--- src/rtl/sram_master.sv ---
`default_nettype none
// ============================================================================
// Module   : sram_master
// Purpose  : Single/burst read-write initiator for an sram_slave1 style port.
// Revision : 1.0 - initial release
// ============================================================================
module sram_master #(
  parameter int AW     = 8,
  parameter int DW     = 8,
  parameter int LW     = 4,
  parameter int RD_LAT = 0
) (
  input  logic          clk,
  input  logic          rstn,
  input  logic          cmd_valid,
  output logic          cmd_ready,
  input  logic          cmd_write,
  input  logic [AW-1:0] cmd_addr,
  input  logic [LW-1:0] cmd_len,
  input  logic          wr_valid,
  output logic          wr_ready,
  input  logic [DW-1:0] wr_data,
  output logic          rd_valid,
  input  logic          rd_ready,
  output logic [DW-1:0] rd_data,
  output logic          busy,
  output logic          done,
  output logic [AW-1:0] saddr,
  output logic [DW-1:0] sdatain,
  output logic          SWRITE,
  input  logic [DW-1:0] srdataout
);

  localparam logic [2:0] c_RD_LAT = 3'(RD_LAT);

  typedef enum logic [2:0] {
    S_IDLE     = 3'd0,
    S_WR       = 3'd1,
    S_RD_ISSUE = 3'd2,
    S_RD_WAIT  = 3'd3,
    S_RD_RESP  = 3'd4
  } state_t;

  state_t        r_state;
  state_t        w_next;
  logic [AW-1:0] r_addr;
  logic [LW-1:0] r_cnt;
  logic [2:0]    r_lat;
  logic          w_last;
  logic          w_rd_cap;
  logic          w_rd_hs;

  // r_cnt holds beats remaining minus one, so zero marks the final beat
  assign w_last    = (r_cnt == '0);
  assign w_rd_cap  = (r_state == S_RD_WAIT) && (r_lat == c_RD_LAT);
  assign w_rd_hs   = (r_state == S_RD_RESP) && rd_ready;
  assign cmd_ready = (r_state == S_IDLE);
  assign wr_ready  = (r_state == S_WR);
  assign busy      = (r_state != S_IDLE);

  always_ff @(posedge clk or negedge rstn) begin
    if (!rstn) r_state <= S_IDLE;
    else       r_state <= w_next;
  end

  always_comb begin
    w_next = r_state;
    case (r_state)
      S_IDLE:     if (cmd_valid) w_next = cmd_write ? S_WR : S_RD_ISSUE;
      S_WR:       if (wr_valid && w_last) w_next = S_IDLE;
      S_RD_ISSUE: w_next = S_RD_WAIT;
      S_RD_WAIT:  if (w_rd_cap) w_next = S_RD_RESP;
      S_RD_RESP:  if (w_rd_hs) w_next = w_last ? S_IDLE : S_RD_ISSUE;
      default:    w_next = S_IDLE;
    endcase
  end

  always_ff @(posedge clk or negedge rstn) begin
    if (!rstn) begin
      r_addr   <= '0;
      r_cnt    <= '0;
      r_lat    <= '0;
      saddr    <= '0;
      sdatain  <= '0;
      SWRITE   <= 1'b0;
      rd_valid <= 1'b0;
      rd_data  <= '0;
      done     <= 1'b0;
    end else begin
      SWRITE <= 1'b0;
      done   <= 1'b0;
      case (r_state)
        S_IDLE: begin
          if (cmd_valid) begin
            r_addr <= cmd_addr;
            r_cnt  <= cmd_len;
          end
        end
        S_WR: begin
          if (wr_valid) begin
            saddr   <= r_addr;
            sdatain <= wr_data;
            SWRITE  <= 1'b1;
            r_addr  <= r_addr + AW'(1);
            r_cnt   <= r_cnt - LW'(1);
            done    <= w_last;
          end
        end
        S_RD_ISSUE: begin
          saddr <= r_addr;
          r_lat <= '0;
        end
        S_RD_WAIT: begin
          // saddr is held here so the slave sees a stable address for the whole latency
          if (w_rd_cap) begin
            rd_data  <= srdataout;
            rd_valid <= 1'b1;
          end else begin
            r_lat <= r_lat + 3'd1;
          end
        end
        S_RD_RESP: begin
          if (rd_ready) begin
            rd_valid <= 1'b0;
            r_addr   <= r_addr + AW'(1);
            r_cnt    <= r_cnt - LW'(1);
            done     <= w_last;
          end
        end
        default: ;
      endcase
    end
  end

endmodule
`default_nettype wire

--- config.mk ---
export PLATFORM = sky130hd
export DESIGN_NAME = sram_master
export DESIGN_NICKNAME = d
export VERILOG_FILES = /design/src/rtl/sram_master.sv
export SDC_FILE = /design/constraint.sdc
export NUM_CORES = 1
export LEC_CHECK = 0
export ABC_AREA = 1
export CORE_MARGIN = 4
export CORE_UTILIZATION = 43
export DETAILED_ROUTE_END_ITERATION = 16
export DONT_BUFFER_PORTS = 1
export RECOVER_POWER = 25
export SYNTH_ARGS = -nofsm -noshare
export SYNTH_HDL_FRONTEND = slang
export SYNTH_SLANG_ARGS = --single-unit
--- constraint.sdc ---
create_clock -name clk -period 4.1 [get_ports clk]
set_input_delay 0.615 -clock clk [delete_from_list [all_inputs] [get_ports clk]]
set_output_delay 0.615 -clock clk [all_outputs]
set_load 0.01 [all_outputs]
Yosys cells after proc, flatten, opt, wreduce, memory -nomap -nowiden
Cells that the tools add are included.
{ "classes": {"n_addsub": 3, "eq_ne": 11, "mux": 27, "n_reduce_logical": 18} }
{ "ops": {"columns": ["cell", "n"], "rows": [
  ["two-way mux 8 bit", 4],
  ["one-hot mux 8 bit (3 select lines)", 1],
  ["one-hot mux 8 bit (2 select lines)", 1],
  ["two-way mux 3 bit", 5],
  ["one-hot mux 3 bit (5 select lines)", 1],
  ["two-way mux 4 bit", 3],
  ["!= test 2 bit (second input constant)", 6],
  ["one-hot mux 4 bit (3 select lines)", 1],
  ["adder 8 x 1 -> 8 bit (second input constant)", 1],
  ["AND reduction 2 bit", 4],
  ["AND reduction 4 bit", 2],
  ["equality test 3 x 2 -> 1 bit (second input constant)", 2],
  ["logical NOT 3 bit", 2],
  ["two-way mux 1 bit", 6],
  ["one-hot mux 3 bit (2 select lines)", 1],
  ["nonzero test 2 bit", 3],
  ["nonzero test 3 bit", 2],
  ["logical NOT 4 bit", 1],
  ["two-way mux 2 bit", 2],
  ["one-hot mux 1 bit (2 select lines)", 2],
  ["subtractor 4 x 1 -> 4 bit (second input constant)", 1],
  ["adder 3 x 1 -> 3 bit (second input constant)", 1],
  ["equality test 3 x 1 -> 1 bit (second input constant)", 1],
  ["equality test 3 bit (second input constant)", 1],
  ["3 further kinds", 5]
]} }
{ "word_totals": {"regBits": 45, "in_bits": 34, "output_inout_bits": 30, "word_cells": 69} }

Logic depth before layout (Yosys ltp)
{ "depth": {"ltp_word": 4, "ltp_mapped": 10, "depth_no_buf": 10} }

Worst setup path before layout
OpenSTA, ideal clock, no wires.
{ "synth_timing": {"path_type": "reg2out", "start": "register r_state[0]", "end": "output busy", "arrival_ns": 1.029, "t_required_ns": 3.485, "path_slack_ns": 2.456, "path_stages_with_launch": 6, "path_buffers": 1, "path_cell_list": "dfrtp_1 > buf_2 > nor2_1 > inv_1 > nor2_1 > inv_1"} }
{ "synth_via": {"elab_chain_cells": 1} }
{ "synth_lines": {"columns": ["element", "line_no", "source"], "rows": [
  ["start: declaration", "44", "state_t r_state;"],
  ["start signal: assignment", "63", "else r_state <= w_next;"],
  ["nonzero test 3 bit", "59", "assign busy = (r_state != S_IDLE);"],
  ["end: declaration", "26", "output logic busy,"]
]} }
No other way between the ends.

Worst setup path in the final report
{ "layout_timing": {"start": "register r_state[0]", "end": "register r_addr[5]"} }
{ "layout_via": {"elab_chain_cells": 3, "word_cells_on_any_way": 9, "classes_between": "eq/ne (5); mux (1); reduce/logical (3)"} }
{ "layout_lines": {"columns": ["element", "line_no", "source"], "rows": [
  ["equality test 3 x 1 -> 1 bit (tied with other cells)", "92", "case (r_state)"],
  ["!= test 2 bit (no source line) / nonzero test 3 bit (equally long branches)", null, null],
  ["AND reduction 4 bit (no source line)", null, null],
  ["end signal: assignment", "95", "r_addr <= cmd_addr;"],
  ["end signal: assignment", "104", "r_addr <= r_addr + AW'(1);"],
  ["end signal: assignment", "125", "r_addr <= r_addr + AW'(1);"],
  ["end: declaration", "46", "logic [AW-1:0] r_addr;"]
]} }
Parallel ways exist; a longest one is shown, timed or not.
A chain may end at the register's enable or synchronous reset.

==> impl_metrics.prom <==
# TYPE chip_impl_metric gauge
chip_impl_info{name="run_status",value="finished, violations left"} 1
chip_impl_info{name="failed_checks",value="capacitance limit, slew limit"} 1
chip_impl_metric{name="synthSimpleGateAreaFrac",unit="%"} 30.4
chip_impl_metric{name="timing_worst_slew_pin_value",unit="ns"} 1.90
chip_impl_metric{name="power.switching",unit="µW"} 850
chip_impl_metric{name="die_w",unit="µm"} 80.3
chip_impl_info{name="setup.worst_path.start",value="r_state[0]"} 1
chip_impl_metric{name="fmax",unit="MHz"} 469
chip_impl_metric{name="detail_route.first_pass.iterations",unit=""} 4
chip_impl_metric{name="synth_xor_xnor_area_share",unit="%"} 0.390
chip_impl_metric{name="vias_per_cell",unit=""} 4.92
chip_impl_metric{name="clock_latency_reported_for_the_late_side_of_the_worst_skew_pair",unit="ns"} 0.29
chip_impl_metric{name="slew_headroom",unit="%"} -26.6
chip_impl_info{name="setup.worst_path.end_class",value="register"} 1
chip_impl_metric{name="drt_iter0_markers",unit=""} 102
chip_impl_metric{name="synthDominantCellAreaShare",unit="%"} 50.2
chip_impl_metric{name="grt_pass1_wl",unit="µm"} 7620
chip_impl_metric{name="fin_util",unit="%"} 48.0
chip_impl_metric{name="met2_wirelength",unit="µm"} 2150
chip_impl_metric{name="drtAntennaViolNets",unit=""} 0
chip_impl_metric{name="gr-usage-all-layers",unit="%"} 15.4
chip_impl_metric{name="mapped_nets",unit=""} 310
chip_impl_metric{name="combinationalPowerShare",unit="%"} 37.7
chip_impl_metric{name="synth.distinct_cells",unit=""} 27
chip_impl_info{name="worst-setup-path-type",value="reg2reg"} 1
chip_impl_metric{name="power.static_leakage",unit="µW"} 0.00124
chip_impl_metric{name="ir_drop",unit="mV"} 0.352
chip_impl_metric{name="timing.clock.skew",unit="ns"} 0.00707
chip_impl_metric{name="finalCriticalPeriod",unit="ns"} 2.13
chip_impl_metric{name="synth-compound-area-share",unit="%"} 6.35
chip_impl_metric{name="postSynthCellCount",unit=""} 272
chip_impl_metric{name="report.power.total",unit="µW"} 2020
chip_impl_metric{name="num-nets-final",unit=""} 312
chip_impl_info{name="cts_tree",value="done"} 1
chip_impl_metric{name="power_report.internal_total",unit="µW"} 1170
chip_impl_metric{name="cts.sink_count",unit=""} 45
chip_impl_info{name="synth_flop_cell",value="sky130_fd_sc_hd__dfrtp_1"} 1
chip_impl_metric{name="sw_frac_of_total",unit="%"} 42.1
chip_impl_metric{name="number_of_antenna_violations_at_the_first_check_in_global_routing",unit=""} 0
chip_impl_info{name="post_synth_most_frequent_cells",value="sky130_fd_sc_hd__nand2_1 (90), sky130_fd_sc_hd__dfrtp_1 (45), sky130_fd_sc_hd__nand3_1 (27)"} 1
chip_impl_metric{name="cp_max_fo",unit=""} 20
chip_impl_metric{name="synth_fa_ha_area_share",unit="%"} 2.23
chip_impl_metric{name="initial_utilization",unit="%"} 44.2
chip_impl_metric{name="slew_violations",unit=""} 36
chip_impl_metric{name="htreeDepth",unit=""} 2
chip_impl_metric{name="setup_viol_count_final",unit=""} 0
chip_impl_info{name="synth_top_family_by_area",value="simple AND/OR/NAND/NOR gates"} 1
chip_impl_metric{name="drive_above_1_share",unit="%"} 10.9
chip_impl_metric{name="wl_per_cell",unit="µm"} 13.5
chip_impl_metric{name="detail_route.drc_violations",unit=""} 0
chip_impl_info{name="hold_crit_path_type",value="in2reg"} 1
chip_impl_metric{name="dp_hpwl",unit="µm"} 3340
chip_impl_metric{name="final-hold-violation-count",unit=""} 0
chip_impl_metric{name="core.rowCount",unit=""} 26
chip_impl_metric{name="cts_made_buffers",unit=""} 5
chip_impl_metric{name="final_area",unit="mm²"} 0.00244
chip_impl_metric{name="yosys_warnings",unit=""} 0
chip_impl_metric{name="final-seq-area",unit="mm²"} 0.00113
chip_impl_metric{name="first_global_vias",unit=""} 1625
chip_impl_metric{name="post-route-period-util",unit="%"} 52.0
chip_impl_metric{name="area_growth_syn_to_layout",unit="%"} 8.53
chip_impl_metric{name="synth.avg_cell_area",unit="µm²"} 8.25
chip_impl_metric{name="die_height",unit="µm"} 80.3
chip_impl_metric{name="route.met3.wl",unit="µm"} 337
chip_impl_info{name="synth.top_cells.by_area",value="sky130_fd_sc_hd__dfrtp_1 (50%), sky130_fd_sc_hd__nand2_1 (15%), sky130_fd_sc_hd__nand3_1 (6.0%)"} 1
chip_impl_metric{name="globalRoute.totalOverflow",unit=""} 0
chip_impl_metric{name="cts_setup_buffers",unit=""} 0
chip_impl_metric{name="synth-seq-area-share",unit="%"} 50.2
chip_impl_metric{name="cp.arrival",unit="ns"} 2.32
chip_impl_info{name="synthDominantAreaCellType",value="sky130_fd_sc_hd__dfrtp_1"} 1
chip_impl_metric{name="floorplan.io_pins",unit=""} 64
chip_impl_metric{name="clkTransAtPathRegs",unit="ns"} 0.09
chip_impl_metric{name="place_congestion",unit=""} 0.823
chip_impl_metric{name="die_area",unit="mm²"} 0.00644
chip_impl_metric{name="maxCapViolCount",unit=""} 1
chip_impl_metric{name="antennaDiodeCount",unit=""} 0
chip_impl_metric{name="timing.critical_path.required",unit="ns"} 4.29
chip_impl_metric{name="core_region_area",unit="mm²"} 0.00507
chip_impl_metric{name="clock_path_buffers",unit=""} 2
chip_impl_metric{name="p_clk_share",unit="%"} 19.3
chip_impl_info{name="top_signal_layer_used",value="met4"} 1
chip_impl_info{name="yosys.cell_count.top_type",value="sky130_fd_sc_hd__nand2_1"} 1
chip_impl_metric{name="fraction_of_synthesized_area_in_multiplexers",unit="%"} 4.01
chip_impl_metric{name="multi_input_comb_area",unit="µm²"} 973
chip_impl_metric{name="route.vias.total",unit=""} 1698
chip_impl_metric{name="reg2reg_slack",unit="ns"} 1.97
chip_impl_info{name="hp-start",value="wr_data[1]"} 1
chip_impl_metric{name="m1WireLength",unit="µm"} 2120
chip_impl_metric{name="tns",unit="ns"} 0
chip_impl_metric{name="synth-edff-count",unit=""} 0
chip_impl_metric{name="power_density",unit="mW/mm²"} 829
chip_impl_metric{name="synthesis.area",unit="mm²"} 0.00224
chip_impl_info{name="worst_setup_path_start_kind",value="register"} 1
chip_impl_info{name="rsz0062_at_grt",value="false"} 1
chip_impl_metric{name="port-buffer-count",unit=""} 0
chip_impl_metric{name="wirelength",unit="µm"} 4660
chip_impl_metric{name="fill_cell_count",unit=""} 532
chip_impl_metric{name="synthArstFlopShare",unit="%"} 100
chip_impl_info{name="crit-reg2reg-launch",value="r_state[0]"} 1
chip_impl_metric{name="placement.cell_area",unit="mm²"} 0.00229
chip_impl_metric{name="grt_max_degree",unit=""} 36
chip_impl_metric{name="seq_power_share",unit="%"} 43.0
chip_impl_metric{name="yosys_register_bits",unit=""} 45
chip_impl_metric{name="whs",unit="ns"} 0.429
chip_impl_info{name="cts-root-buf",value="sky130_fd_sc_hd__clkbuf_8"} 1
## through the flow
stage,cells,setup slack (ns)
floorplan,272,2.46
global placement,335,1.97
detailed placement,335,1.90
CTS,344,1.95
global route,345,1.68
finish,345,1.97
## sequential cells by signal, indices dropped and copies added, names as in the netlist
signal    cells
SWRITE        1
r_cnt         4
done          1
r_lat         3
rd_valid      1
sdatain       8
r_state       3
rd_data       8
r_addr        8
saddr         8
## final timing paths
kind | cells after the start | to
worst max-delay path | 7 | r_addr[5]
worst min-delay path | 2 | sdatain[1]
worst max register to register | 7 | r_addr[5]
worst min register to register | 2 | r_lat[1]
max in group asynchronous | 1 | sdatain[5]
min in group asynchronous | 1 | rd_data[2]
## area by class of cell
| cell class | count | area share, % |
|---|---|---|
| repair buffers | 2 | 0.565 |
| flip-flops and latches | 45 | 46.2 |
| well taps | 70 | 3.60 |
| clock inverters | 3 | 2.67 |
| clock buffers | 5 | 2.82 |
| inverters | 27 | 4.16 |
| multi-input cells | 193 | 40.0 |
## critical path, cell delays in order (launching register included)
cell and delay, ns:
sky130_fd_sc_hd__dfrtp_1 0.49, sky130_fd_sc_hd__nor2_1 0.13, sky130_fd_sc_hd__nand3b_2 0.14, sky130_fd_sc_hd__nand2_1 0.06, sky130_fd_sc_hd__nor2_1 0.88, sky130_fd_sc_hd__inv_2 0.15, sky130_fd_sc_hd__nand2_1 0.11, sky130_fd_sc_hd__nand2_1 0.06
## metal layers
metal,vias up,global-route usage (%)
li1,869,-
met1,777,19.8
met2,47,24.6
met3,5,5.49
met4,0,4.05
met5,-,0
## layout by cell type, fill, tap and decap left out, types with 2 or more instances in the layout
cell type and count:
sky130_fd_sc_hd__nand2_1 90, sky130_fd_sc_hd__dfrtp_1 45, sky130_fd_sc_hd__nand3_1 27, sky130_fd_sc_hd__inv_1 25, sky130_fd_sc_hd__nor2_1 20, sky130_fd_sc_hd__o21ai_0 13
sky130_fd_sc_hd__a21oi_1 10, sky130_fd_sc_hd__mux2_2 8, sky130_fd_sc_hd__or2_2 6, sky130_fd_sc_hd__clkbuf_8 5, sky130_fd_sc_hd__ha_1 4, sky130_fd_sc_hd__nand2_4 2
sky130_fd_sc_hd__inv_2 2, sky130_fd_sc_hd__nand4_1 2, sky130_fd_sc_hd__bufinv_16 2
## power by group through the flow
stage | Sequential (µW) | Clock, µW | Combinational (µW)
detailed placement | 879 | 0 | 761
global route | 899 | 427 | 893
finish | 868 | 391 | 762
global placement | 878 | 0 | 742
floorplan | 829 | 0 | 673
CTS | 873 | 405 | 771
## kinds of logic (layout without fill, tap and decap cells)
group / after synthesis / in the layout
AND/OR/NAND/NOR: 153 / 153
buffers and inverters: 34 / 37
multiplexers: 8 / 8
AO/OA/AOI/OAI: 27 / 27
flip-flops: 45 / 45
XOR/XNOR: 1 / 1
adder cells (fa/ha/maj): 4 / 4
## timing repair
item	4_1_cts	5_1_grt
setup endpoints to repair	0	0
hold buffers	1	1
endpoints found under the hold margin	35	10
resized for setup	0	0
No activity file was read; power rests on OpenSTA's default activity.
